### config.mk
export PLATFORM = sky130hd
export DESIGN_NAME = ps2_color_selector
export DESIGN_NICKNAME = d
export VERILOG_FILES = /design/src/rtl/ps2_color_selector.sv
export SDC_FILE = /design/constraint.sdc
export NUM_CORES = 1
export LEC_CHECK = 0
export ABC_CLOCK_PERIOD_IN_PS = 2000
export CORE_MARGIN = 10
export CORE_UTILIZATION = 25
export DETAILED_ROUTE_END_ITERATION = 10
export HOLD_SLACK_MARGIN = 0.1
export MAX_ROUTING_LAYER = met4
export PLACE_DENSITY = 0.56
export REMOVE_ABC_BUFFERS = 1
export SETUP_SLACK_MARGIN = 0.3
export SLEW_MARGIN = 20
export SYNTH_ARGS = -nofsm -noshare
export SYNTH_HDL_FRONTEND = slang
export SYNTH_SLANG_ARGS = --single-unit
### constraint.sdc
create_clock -name clk -period 2 [get_ports clk]
set_input_delay 0.4 -clock clk [delete_from_list [all_inputs] [get_ports clk]]
set_output_delay 0.4 -clock clk [all_outputs]
set_load 0.05 [all_outputs]
### src/rtl/ps2_color_selector.sv
// ps2_color_selector: turns a PS/2 set-2 scan-code byte stream into a held
// colour index. Tracks break (F0) and extended (E0) prefixes, latches the
// index of the last pressed number-row key, and pulses value_strobe once per
// accepted selection. Requires 2**COLOR_W >= KEY_COUNT and KEY_COUNT in 1..10.
module ps2_color_selector #(
    parameter int                 KEY_COUNT       = 8,
    parameter int                 COLOR_W         = 3,
    parameter logic [COLOR_W-1:0] RESET_COLOR     = '0,
    parameter bit                 REPEAT_SUPPRESS = 1'b1
) (
    input  logic               clk,
    input  logic               reset,
    input  logic               scan_valid,
    input  logic [7:0]         scan_code,
    output logic [COLOR_W-1:0] value,
    output logic               value_strobe,
    output logic               key_held
);

    localparam logic [7:0] CODE_BREAK = 8'hF0;
    localparam logic [7:0] CODE_EXT   = 8'hE0;

    // Number row 1..9, 0; the key index is the position in this table.
    localparam logic [9:0][7:0] KEY_CODES = {
        8'h45, 8'h46, 8'h3E, 8'h3D, 8'h36, 8'h2E, 8'h25, 8'h26, 8'h1E, 8'h16
    };

    typedef enum logic [1:0] {
        S_IDLE,
        S_BREAK,
        S_EXT,
        S_EXT_BREAK
    } state_t;

    state_t             state_q, state_d;
    logic [COLOR_W-1:0] value_q, value_d;
    logic               strobe_q, strobe_d;
    logic               held_q, held_d;
    logic [7:0]         held_code_q, held_code_d;

    logic               key_hit;
    logic [COLOR_W-1:0] key_idx;

    // Map the incoming byte to a key index; codes past KEY_COUNT never hit.
    always_comb begin
        key_hit = 1'b0;
        key_idx = '0;
        for (int k = 0; k < KEY_COUNT; k++) begin
            if (scan_code == KEY_CODES[k]) begin
                key_hit = 1'b1;
                key_idx = COLOR_W'(k);
            end
        end
    end

    // State and output registers; reset drops any byte presented with it.
    always_ff @(posedge clk) begin
        if (reset) begin
            state_q     <= S_IDLE;
            value_q     <= RESET_COLOR;
            strobe_q    <= 1'b0;
            held_q      <= 1'b0;
            held_code_q <= 8'h00;
        end else begin
            state_q     <= state_d;
            value_q     <= value_d;
            strobe_q    <= strobe_d;
            held_q      <= held_d;
            held_code_q <= held_code_d;
        end
    end

    // Prefix tracking: every valid byte is consumed by exactly one state.
    always_comb begin
        state_d = state_q;
        if (scan_valid) begin
            case (state_q)
                S_IDLE: begin
                    if (scan_code == CODE_BREAK)     state_d = S_BREAK;
                    else if (scan_code == CODE_EXT)  state_d = S_EXT;
                end
                S_BREAK:     state_d = S_IDLE;
                S_EXT:       state_d = (scan_code == CODE_BREAK) ? S_EXT_BREAK : S_IDLE;
                S_EXT_BREAK: state_d = S_IDLE;
                default:     state_d = S_IDLE;
            endcase
        end
    end

    // Selection and release: only plain makes select, only plain breaks of
    // the held key release it; extended sequences change nothing.
    always_comb begin
        value_d     = value_q;
        strobe_d    = 1'b0;
        held_d      = held_q;
        held_code_d = held_code_q;
        if (scan_valid) begin
            case (state_q)
                S_IDLE: begin
                    // F0/E0 are never key codes, so key_hit excludes prefixes.
                    if (key_hit &&
                        !(REPEAT_SUPPRESS && held_q && (scan_code == held_code_q))) begin
                        value_d     = key_idx;
                        strobe_d    = 1'b1;
                        held_d      = 1'b1;
                        held_code_d = scan_code;
                    end
                end
                S_BREAK: begin
                    // Break of an older, superseded key does not match held_code.
                    if (held_q && (scan_code == held_code_q)) held_d = 1'b0;
                end
                default: ;
            endcase
        end
    end

    assign value        = value_q;
    assign value_strobe = strobe_q;
    assign key_held     = held_q;

endmodule

==> out/results.ini <==
[placement]
pre_cts_ws_ns = -0.390
portBuffers = 15
place_congestion = 0.868
dp_hpwl_mm = 1.92
dp_cells = 175
dpl_cell_area_mm2 = 0.00120

[global_route]
grt_max_degree = 15
grt_overflow = 0
grt_pass1_vias = 969
grt_pass1_wl_mm = 4.24
grt_usage_pct = 8.40
antenna_found_initial = 0

[sta]
rsz0062_at_grt = false
finalSetupViolCount = 0
max_slew.worst_pin.slew_ns = 0.497
relSlewSlack_pct = 67.0
setup_tns_ns = 0
finalMaxSlewViolations = 0
max_clock_freq_mhz = 604
timing.final.crit_share_pct = 82.8
setup_ws_ns = 0.344
fin_skew_ns = 0.00825
whs_ns = 0.465
post-route-min-period_ns = 1.66
finalHoldViolations = 0

[pwr]
vdd_ir_drop_max_uv = 248
power_leakage_nw = 0.491
p_per_area_mw_per_mm2 = 467

[routing]
routed_wl_mm = 2.51
drc = 0
vias = 879
wl_per_cell_um = 13.9
drt_iter0_markers = 21
drt-pass1-iter-count = 4
vias_per_cell = 4.86
final_antenna_net_count = 0

[cells_and_area]
nets = 147
fillers = 362
ff_latch_area_um2 = 300
diodes = 0
syn_to_final_growth_pct = 50.1
drive_above_1_share_pct = 37.0
final_cells = 181
final_cell_area_mm2 = 0.00127
multiInputGateArea_um2 = 549

[synth]
ys_ff_latch = 15
synth_top_area_share_pct = 35.6
yosys_warnings = 0
syn_inst = 95
ys_top_cells_by_area = dfxtp_1 (36%), xnor2_1 (8.3%), a21oi_1 (4.7%)
yosysMostFrequentCell = dfxtp_1
synth-edff-count = 0
synth_area_leader_cell = dfxtp_1
synth_common_cells = dfxtp_1 (15), a21oi_1 (8), nand3_1 (8), xnor2_1 (8)
async_flop_share_pct = 0
syn_area_per_cell_um2 = 8.89
syn-cell-area_um2 = 845
ys_types = 36
dominantRegCellSynth = dfxtp_1
ys_seq_area_share_pct = 35.6

[clock_network]
clk_pin_slew_ns = 0.10
clock-sinks = 15
clockRootBuffer = clkbuf_4
clk_path_buf_depth = 2
postCtsHoldBufs = 0
numCtsBuffers = 3
clock_latency_ns = 0.29
cts_tree = done
cts_max_level = 1

[floorplanning]
io_pins = 16
rows = 21
die_w_um = 78.1
core_mm2 = 0.00331
die_height_um = 78.1
die_area_mm2 = 0.00610
start_util_pct = 25.5

[critical_path]
criticalPathCategory = in2reg
worstPathMaxFanout = 4
crit_path_end_kind = flop
cp.required_ns = 2.23
cp-start-kind = primary input
cp_data_arrival_time_ns = 1.89

[worst_hold_path]
hold_path_class = in2reg

[job]
drv_cap = 0

[status]
outcome = finished, final reports clean

cell usage in the layout, fill, tap and decap left out, types with 3 or more instances in the layout:
cell / instances
buf_4: 24
dfxtp_1: 15
xnor2_1: 8
nand3_1: 8
a21oi_1: 8
dlygate4sd2_1: 6
nor2_1: 5
nand2b_1: 5
nand2_1: 4
o21ai_1: 4
clkbuf_2: 4
o21ai_2: 3
nor3b_1: 3
clkbuf_4: 3
buf_6: 3
worst paths after layout:
| kind | startpoint | to | slack (ns) | cells past startpoint |
|---|---|---|---|---|
| worst max-delay path | scan_code[1] | value[1] | 0.34 | 6 |
| worst min-delay path | scan_code[1] | held_code_q[0] | 0.47 | 3 |
| worst max register to register | held_code_q[7] | key_held | 0.45 | 5 |
| worst min register to register | value[2] | value[2] | 0.47 | 2 |
flip-flops by register name (all words and copies together) (netlist names):
signal / cells
key_held: 1
value: 3
value_strobe: 1
held_code_q: 8
state_q: 2
what timing repair did:
item,in CTS,in global routing
gates resized for setup,32,12
gates cloned,0,0
endpoints found under the setup margin,20,13
buffers inserted,1,1
pin swaps,4,5
worst max-delay path: stages:
cell and delay (ns):
clkbuf_2 0.11, and2b_2 0.24, nand3_2 0.10, a2111o_1 0.45
or4_4 0.52, o21ai_2 0.06
per-layer routing:
layer	track usage, %	share of wire (%)
met1	9.38	46
met2	14.2	48
met3	1.94	4.5
met4	3.23	1.8
met5	-	0
where the power goes:
part           switching, W  leakage, nW  total, W  internal (W)
sequential       0.00000118        0.121  0.000301      0.000300
clock              0.000103       0.0177  0.000177     0.0000742
combinational     0.0000548        0.352  0.000114     0.0000592
kinds of logic after synthesis:
group	count (synthesis)	share of synthesized area (%)
AND/OR/NAND/NOR	37	25.8
AO/OA/AOI/OAI	26	21.3
flip-flops	15	35.6
XOR/XNOR	9	11.6
buffers and inverters	7	4.59
multiplexers	1	1.19
final cells by class:
type / instances / share of cell area (%)
Sequential cell: 15 / 23.7
Inverter: 1 / 0.296
Clock inverter: 1 / 0.395
Clock buffer: 3 / 1.78
Timing Repair Buffer: 42 / 26.0
Tap cell: 46 / 4.54
Multi-Input combinational cell: 73 / 43.3
per-stage QoR:
step	util, %	power, W
2_1_floorplan	-	0.000345
3_3_place_gp	36.4	0.000418
3_5_place_dp	36.4	0.000420
4_1_cts	38.8	0.000595
5_1_grt	38.3	0.000616
6_report	38.3	0.000592
Note: power is estimated with default switching activity, not from simulation.
